## config.mk

```make
export PLATFORM = sky130hd
export DESIGN_NAME = uart_rx_fifo_flat
export DESIGN_NICKNAME = d
export VERILOG_FILES = /design/src/rtl/uart_rx_fifo_if.sv /design/src/rtl/uart_rx_fifo.sv /design/src/flat_wrapper.sv
export SDC_FILE = /design/constraint.sdc
export NUM_CORES = 1
export LEC_CHECK = 0
export CAP_MARGIN = 20
export CELL_PAD_IN_SITES_DETAIL_PLACEMENT = 2
export CELL_PAD_IN_SITES_GLOBAL_PLACEMENT = 2
export CORE_AREA = 2 2 95 143
export CTS_BUF_LIST = sky130_fd_sc_hd__clkbuf_4 sky130_fd_sc_hd__clkbuf_8
export CTS_CLUSTER_SIZE = 40
export DETAILED_ROUTE_END_ITERATION = 10
export DIE_AREA = 0 0 97 145
export HOLD_SLACK_MARGIN = 0.05
export PLACE_DENSITY = 0.78
export SETUP_SLACK_MARGIN = 0.3
export SLEW_MARGIN = 25
export SYNTH_ARGS = -nofsm -noshare
export SYNTH_HDL_FRONTEND = slang
export SYNTH_SLANG_ARGS = --single-unit
```

## constraint.sdc

```tcl
create_clock -name clk -period 3.1 [get_ports clk]
set_input_delay 0.775 -clock clk [delete_from_list [all_inputs] [get_ports clk]]
set_output_delay 0.775 -clock clk [all_outputs]
set_load 0.02 [all_outputs]
```

## src/rtl/uart_rx_fifo_if.sv

```systemverilog
// Host-facing bundle of the UART receive FIFO: write strobe from the receiver,
// FWFT read port, occupancy and sticky error flags.
interface uart_rx_fifo_if #(
    parameter int DATA_W = 8,
    parameter int ADDR_W = 4
);
    logic              wr;
    logic [DATA_W-1:0] w_data;
    logic              rd;
    logic              clr_err;
    logic [DATA_W-1:0] r_data;
    logic              empty;
    logic              full;
    logic              almost_full;
    logic [ADDR_W:0]   count;
    logic              overflow;
    logic              underflow;

    // Producer/consumer side (receiver + host).
    modport master (
        output wr, w_data, rd, clr_err,
        input  r_data, empty, full, almost_full, count, overflow, underflow
    );

    // FIFO side.
    modport slave (
        input  wr, w_data, rd, clr_err,
        output r_data, empty, full, almost_full, count, overflow, underflow
    );
endinterface

```

## src/rtl/uart_rx_fifo.sv

```systemverilog
// Circular-register receive FIFO with first-word fall-through read, registered
// occupancy flags and sticky overflow/underflow error reporting.
module uart_rx_fifo #(
    parameter int DATA_W   = 8,
    parameter int ADDR_W   = 4,
    parameter int AF_LEVEL = 12
) (
    input  logic            clk,
    input  logic            reset,
    uart_rx_fifo_if.slave   bus
);
    localparam int              DEPTH   = 1 << ADDR_W;
    localparam logic [ADDR_W:0] DEPTH_C = (ADDR_W + 1)'(DEPTH);
    localparam logic [ADDR_W:0] AF_C    = (ADDR_W + 1)'(AF_LEVEL);

    logic [DATA_W-1:0] mem_q [DEPTH];
    logic [DEPTH-1:0]  we;

    logic [ADDR_W-1:0] wptr_q, wptr_d;
    logic [ADDR_W-1:0] rptr_q, rptr_d;
    logic [ADDR_W:0]   count_q, count_d;
    logic              empty_q, empty_d;
    logic              full_q, full_d;
    logic              af_q, af_d;
    logic              ovf_q, ovf_d;
    logic              udf_q, udf_d;
    logic              wr_acc;
    logic              rd_acc;

    // A write into a full FIFO still goes through when the head is popped the same cycle.
    assign wr_acc = bus.wr && (!full_q || bus.rd);
    assign rd_acc = bus.rd && !empty_q;

    always_comb begin
        wptr_d  = wptr_q;
        rptr_d  = rptr_q;
        count_d = count_q;
        ovf_d   = ovf_q;
        udf_d   = udf_q;

        if (wr_acc) begin
            wptr_d = wptr_q + ADDR_W'(1);
        end
        if (rd_acc) begin
            rptr_d = rptr_q + ADDR_W'(1);
        end

        case ({wr_acc, rd_acc})
            2'b10:   count_d = count_q + (ADDR_W + 1)'(1);
            2'b01:   count_d = count_q - (ADDR_W + 1)'(1);
            default: count_d = count_q;
        endcase

        // A fresh error event outranks a simultaneous clear.
        if (bus.wr && full_q && !bus.rd) begin
            ovf_d = 1'b1;
        end else if (bus.clr_err) begin
            ovf_d = 1'b0;
        end

        if (bus.rd && empty_q) begin
            udf_d = 1'b1;
        end else if (bus.clr_err) begin
            udf_d = 1'b0;
        end

        empty_d = (count_d == '0);
        full_d  = (count_d == DEPTH_C);
        af_d    = (count_d >= AF_C);
    end

    always_ff @(posedge clk) begin
        if (reset) begin
            wptr_q  <= '0;
            rptr_q  <= '0;
            count_q <= '0;
            empty_q <= 1'b1;
            full_q  <= 1'b0;
            af_q    <= 1'b0;
            ovf_q   <= 1'b0;
            udf_q   <= 1'b0;
        end else begin
            wptr_q  <= wptr_d;
            rptr_q  <= rptr_d;
            count_q <= count_d;
            empty_q <= empty_d;
            full_q  <= full_d;
            af_q    <= af_d;
            ovf_q   <= ovf_d;
            udf_q   <= udf_d;
        end
    end

    // One-hot write enable per storage slot; contents survive reset.
    generate
        for (genvar gi = 0; gi < DEPTH; gi++) begin : g_we
            assign we[gi] = !reset && wr_acc && (wptr_q == ADDR_W'(gi));
        end
    endgenerate

    always_ff @(posedge clk) begin
        for (int i = 0; i < DEPTH; i++) begin
            if (we[i]) begin
                mem_q[i] <= bus.w_data;
            end
        end
    end

    assign bus.r_data      = mem_q[rptr_q];
    assign bus.empty       = empty_q;
    assign bus.full        = full_q;
    assign bus.almost_full = af_q;
    assign bus.count       = count_q;
    assign bus.overflow    = ovf_q;
    assign bus.underflow   = udf_q;

endmodule
```

## src/flat_wrapper.sv

```systemverilog
// flat-port wrapper written by rule: the top's interface ports become plain ports
module uart_rx_fifo_flat 
#(
    parameter int DATA_W   = 8,
    parameter int ADDR_W   = 4,
    parameter int AF_LEVEL = 12
)
  (clk, reset, bus_wr, bus_w_data, bus_rd, bus_clr_err, bus_r_data, bus_empty, bus_full, bus_almost_full, bus_count, bus_overflow, bus_underflow);
  uart_rx_fifo_if #(.DATA_W(DATA_W), .ADDR_W(ADDR_W)) bus_i ();
  input  logic clk;
  input  logic reset;
  input wire logic [$bits(bus_i.wr)-1:0] bus_wr;
  input wire logic [$bits(bus_i.w_data)-1:0] bus_w_data;
  input wire logic [$bits(bus_i.rd)-1:0] bus_rd;
  input wire logic [$bits(bus_i.clr_err)-1:0] bus_clr_err;
  output wire logic [$bits(bus_i.r_data)-1:0] bus_r_data;
  output wire logic [$bits(bus_i.empty)-1:0] bus_empty;
  output wire logic [$bits(bus_i.full)-1:0] bus_full;
  output wire logic [$bits(bus_i.almost_full)-1:0] bus_almost_full;
  output wire logic [$bits(bus_i.count)-1:0] bus_count;
  output wire logic [$bits(bus_i.overflow)-1:0] bus_overflow;
  output wire logic [$bits(bus_i.underflow)-1:0] bus_underflow;
  assign bus_i.wr = bus_wr;
  assign bus_i.w_data = bus_w_data;
  assign bus_i.rd = bus_rd;
  assign bus_i.clr_err = bus_clr_err;
  assign bus_r_data = bus_i.r_data;
  assign bus_empty = bus_i.empty;
  assign bus_full = bus_i.full;
  assign bus_almost_full = bus_i.almost_full;
  assign bus_count = bus_i.count;
  assign bus_overflow = bus_i.overflow;
  assign bus_underflow = bus_i.underflow;
  uart_rx_fifo #(.DATA_W(DATA_W), .ADDR_W(ADDR_W), .AF_LEVEL(AF_LEVEL)) u_core (.clk(clk), .reset(reset), .bus(bus_i));
endmodule
```

* After elaboration in Yosys (flattened, before gate mapping)
Memories as Yosys holds them, arrays and structs flattened. A register that Yosys moved wholly into a read port is not among the register bits.
Cells that the tools add are included.
** Operators by class
- Add/sub/neg operators :: 4
- $lt $le $gt $ge :: 1
- Eq/ne operators :: 18
- Mux-type cells :: 83
- Reductions and logical operators :: 46
** Operators with widths (number)
- $mux 8 :: 15
- $reduce_or 8->1 :: 15
- $mux 4 :: 17
- $mux 1 :: 50
- $eq 4x4->1 const B :: 8
- $logic_and 1x1->1 :: 22
- $eq 4x3->1 const B :: 4
- $pmux 5 s2 :: 1
- $add 4x1->4 const B :: 2
- $eq 4x2->1 const B :: 2
- $add 5x1->5 const B :: 1
- $eq 5x5->1 const B :: 1
- $ge 5x4->1 const B :: 1
- $logic_not 5->1 :: 1
- $sub 5x1->5 const B :: 1
- $eq 4x1->1 const B :: 1
- $logic_not 1->1 :: 4
- $logic_not 4->1 :: 1
- $reduce_bool 2->1 :: 2
- $eq 2x1->1 const B :: 1
- $eq 2x2->1 const B :: 1
- $logic_or 1x1->1 :: 1
** Word-level totals
- Flip-flop bits (word level) :: 18
- Memory bits (writable) :: 128
- Input bits :: 13
- Output and inout bits :: 18
- Word-level logic and storage cells :: 161
- Memories kept :: 1
** Memory list
- u_core.mem_q :: depth 16, width 8, rd ports 1, clocked after Yosys merged registers in 1, write ports 1, line uart_rx_fifo.sv:16 : logic [DATA_W-1:0] mem_q [DEPTH];

* Depth between registers and ports, before layout
- Depth after elaboration :: 23
- Depth in mapped cells :: 11
- Depth with buffers taken out :: 10

* Least setup slack after synthesis
Ideal clock, no wire load.
- Path type :: input -> register
- Start :: input bus_rd
- End :: register u_core.full_q (netlist: u_core.bus.full)
- Library setup time :: 0.116 ns
- Arrival :: 2.705 ns
- Data required time :: 2.984 ns
- Slack :: 0.280 ns
- Cell stages on the path :: 10
- Path buffers :: 2
- Path through :: nor2b_1 -> clkbuf_1 -> ha_1 -> buf_2 -> xor2_1 -> ha_1 -> a311o_1 -> nand3_1 -> mux2i_1 -> and3b_1
** On the way
- Word-level cells in the longest chain between the ends :: 5
- Elaborated cells on any way between the ends :: 7
- Those cells by class :: eq/ne: 3; mux: 1; reduce/logical: 3
** RTL lines
- from (decl) :: line flat_wrapper.sv:14 : input wire logic [$bits(bus_i.rd)-1:0] bus_rd;
- $logic_or 1x1->1 :: line uart_rx_fifo.sv:31 : assign wr_acc = bus.wr && (!full_q || bus.rd);
- $logic_and 1x1->1 :: line uart_rx_fifo.sv:31
- $eq 2x1->1 / $eq 2x2->1 (equally long branches) :: line uart_rx_fifo.sv:48 : case ({wr_acc, rd_acc})
- $pmux 5 s2 (*) :: line uart_rx_fifo.sv:48
- $eq 5x5->1 (*) :: line uart_rx_fifo.sv:68 : full_d = (count_d == DEPTH_C);
- to (signal assigned) :: line uart_rx_fifo.sv:87 : full_q <= full_d;
- to (decl) :: line uart_rx_fifo.sv:23 : logic full_q, full_d;
Every way passes the cells marked *; elsewhere a longest branch is shown, timed or not.
A chain may end at the register's enable or synchronous reset.

==> results.py <==
metrics = {
    "setup_path": {
        "ff2ff_setup_slack_ns": 0.88,
        "cp.arrival_ns": 2.32,
        "cp_slowest_cell": "mux4_2",
        "critPathCaptureType": "output pin",
        "critPathMaxStageDelay_ns": 0.54,
        "r2r_cells": 9,
        "crit_top_cell": "mux4_2",
        "regToRegEndpoint": "u_core.bus.full",
        "cp_max_fo": 7,
        "crit_chain": "buf_12, buf_16, mux4_2, mux4_2, buf_6",
        "crit_type": "register to output pin",
        "startpoint_type": "register",
        "critPathBufInv": 3,
        "rr_startpoint": "u_core.bus.empty",
        "cp.required_ns": 2.32,
        "crit_family": "multiplexers",
    },
    "min_path": {
        "min_to": "u_core.bus.overflow",
        "hold_start": "u_core.bus.overflow",
        "min_path_cells": 2,
        "hold_path_class": "register to register",
    },
    "clock_tree": {
        "clk_pin_slew_ns": 0.09,
        "cts-root-buf": "clkbuf_8",
        "cts_buffers": 17,
        "clk_path_buf_depth": 2,
        "tritoncts": "built",
        "cts.sinks": 150,
        "insertion_delay_ns": 0.45,
        "cts_max_level": 4,
    },
    "cells_and_area": {
        "final_cells": 556,
        "diodes": 0,
        "drive_above_1_share_pct": 29.47,
        "nets": 406,
        "area_growth_pct": 17.35,
        "final_area_um2": 7143,
    },
    "die": {
        "row_count": 51,
        "core-area_um2": 12830,
        "start_util_pct": 47.46,
        "die-area_um2": 14070,
        "io_pins": 31,
        "die_h_um": 145,
        "die_w_um": 97,
    },
    "timing": {
        "finalHoldViolCount": 0,
        "holdWs_ns": 0.4854,
        "skew_ns": 0.01733,
        "post-route-period-util_pct": 99.73,
        "rsz0062_at_grt": "true",
        "drv_slew": 0,
        "setup_tns_ns": 0,
        "relSlewSlack_pct": 56.31,
        "tightest_slew_ns": 0.6533,
        "clock.fmax_ghz": 0.3235,
        "period_needed_ns": 3.092,
        "setup_viol": 0,
    },
    "place": {
        "portBuffers": 30,
        "hpwl_um": 11380,
        "routabilityCongestion": 0.7947,
        "dp.cells": 522,
        "place_area_um2": 6761,
    },
    "power_and_ir_drop": {
        "power_density_nw_per_um2": 656.7,
        "max-vdd-ir-drop_v": 0.0003495,
        "total_power_uw": 4691,
        "leakagePower_uw": 0.002374,
    },
    "route": {
        "antenna_left": 0,
        "num_vias": 3335,
        "drt_iter0_drc": 341,
        "drtPass1Iterations": 4,
        "wl_per_cell_um": 33.06,
        "drt-vias-per-instance": 5.998,
        "wirelength_um": 18380,
        "remaining_drc_errors": 0,
    },
    "yosys": {
        "synth_ff_type": "edfxtp_1",
        "syn_area_per_cell_um2": 19.08,
        "synth_top_area_share_pct": 63.14,
        "yosys-top-cells-count": "edfxtp_1, nor2_1, mux4_1, dfxtp_1, mux4_2",
        "synth_cells": 319,
        "synth_edf_count": 128,
        "synth_cell_types": 38,
        "synth_nets": 341,
        "ys_seq_area_share_pct": 70.38,
        "yosysMostFrequentCell": "edfxtp_1",
        "ys_ff_latch": 150,
        "synth_area_um2": 6087,
        "synth_area_leader_cell": "edfxtp_1",
        "async_flop_share_pct": 0,
        "synth_warnings": 0,
        "synth_area_leaders": "edfxtp_1, mux4_1, dfxtp_1",
    },
    "global_routing": {
        "grt_overflow": 0,
        "grt_pass1_vias": 3765,
        "grt_max_degree": 33,
        "grt_pass1_wl_um": 26990,
        "grt_antenna_before_repair": 0,
        "grtUsageTotal_pct": 27.42,
    },
    "flow_run": {
        "drv_cap": 0,
    },
    "status": {
        "status": "complete, no violations",
    },
}
## layout make-up
type                            count  area (um^2)
Clock inverter                     13        120.1
Timing Repair Buffer               64        644.4
Fill cell                        1101         5683
Inverter                            3        11.26
Multi-Input combinational cell    148         1625
Sequential cell                   150         4288
Clock buffer                       19        255.2
Tap cell                          159        198.9
## per-stage QoR
stage          setup WS (ns)  utilization, %
3_3_place_gp        -0.04205           52.72
5_1_grt             -0.03684           55.69
2_1_floorplan         0.3060               -
6_report            0.008378           55.69
4_1_cts             -0.02631           55.70
3_5_place_dp         -0.2098           52.72
## registers in the layout (all words and copies together), names as in the netlist, named ones only
name                    cells
u_core.bus.full             1
u_core.bus.overflow         1
u_core.bus.count            5
u_core.rptr_q               4
u_core.wptr_q               4
u_core.mem_q              128
u_core.bus.underflow        1
u_core.bus.almost_full      1
u_core.bus.empty            1
## worst register-to-register path: cells and delay by family (launching register included)
family / cells / cell delay, ns
AND/OR/NAND/NOR: 4 / 0.74
AO/OA/AOI/OAI: 2 / 0.39
XOR/XNOR: 1 / 0.16
flip-flops: 1 / 0.35
adder cells (fa/ha/maj): 2 / 0.52
## repair_timing
item	4_1_cts	5_1_grt
pin swaps	0	2
setup endpoints to repair	10	12
hold buffers	0	0
gates resized for setup	65	11
cloned	1	0
buffers inserted	1	0
## logic make-up (layout without fill, tap and decap cells)
| family | count (synthesis) | count (layout) | share of synthesized area [%] |
|---|---|---|---|
| simple gates | 68 | 68 | 5.406 |
| xor+xnor | 12 | 12 | 1.727 |
| mux | 44 | 44 | 16.94 |
| flops | 150 | 150 | 70.38 |
| compound gates | 15 | 15 | 1.603 |
| buf+inv | 21 | 99 | 2.097 |
| fa+ha+maj | 9 | 9 | 1.850 |
## worst max path at each step
stage / start / end / depth (start not counted)
after floorplan: bus_rd / u_core.bus.full / 10
after global placement: bus_rd / u_core.bus.empty / 11
after detailed placement: bus_rd / u_core.bus.empty / 11
after CTS: register / bus_r_data[1] / 5
after global routing: register / bus_r_data[7] / 5
final: register / bus_r_data[7] / 5
## power by group
part / switching (uW) / internal [uW] / total, uW
clock: 812 / 676 / 1490
combinational: 425 / 461 / 886
sequential: 78.2 / 2240 / 2320
## routing by layer
| metal | vias up | track usage [%] | part of all wire [%] |
|---|---|---|---|
| li1 | 1395 | - | - |
| met1 | 1790 | 33.02 | 37 |
| met2 | 130 | 50.45 | 56 |
| met3 | 20 | 4.480 | 5.4 |
| met4 | 0 | 7.746 | 1.9 |
| met5 | - | 0 | 0 |
## cells in the final DEF (no fill, tap or decap), types with 5 or more instances in the layout
master             n
a21oi_1            5
buf_12             5
buf_4             28
buf_6              7
clkbuf_8          18
clkdlybuf4s50_1   21
dfxtp_1           21
edfxtp_1         128
ha_1               7
mux4_2            36
nand2_1           11
nand2b_1           5
nor2_1            28
nor3_1             6
xor2_1             9
No activity file was read; power rests on OpenSTA's default activity.
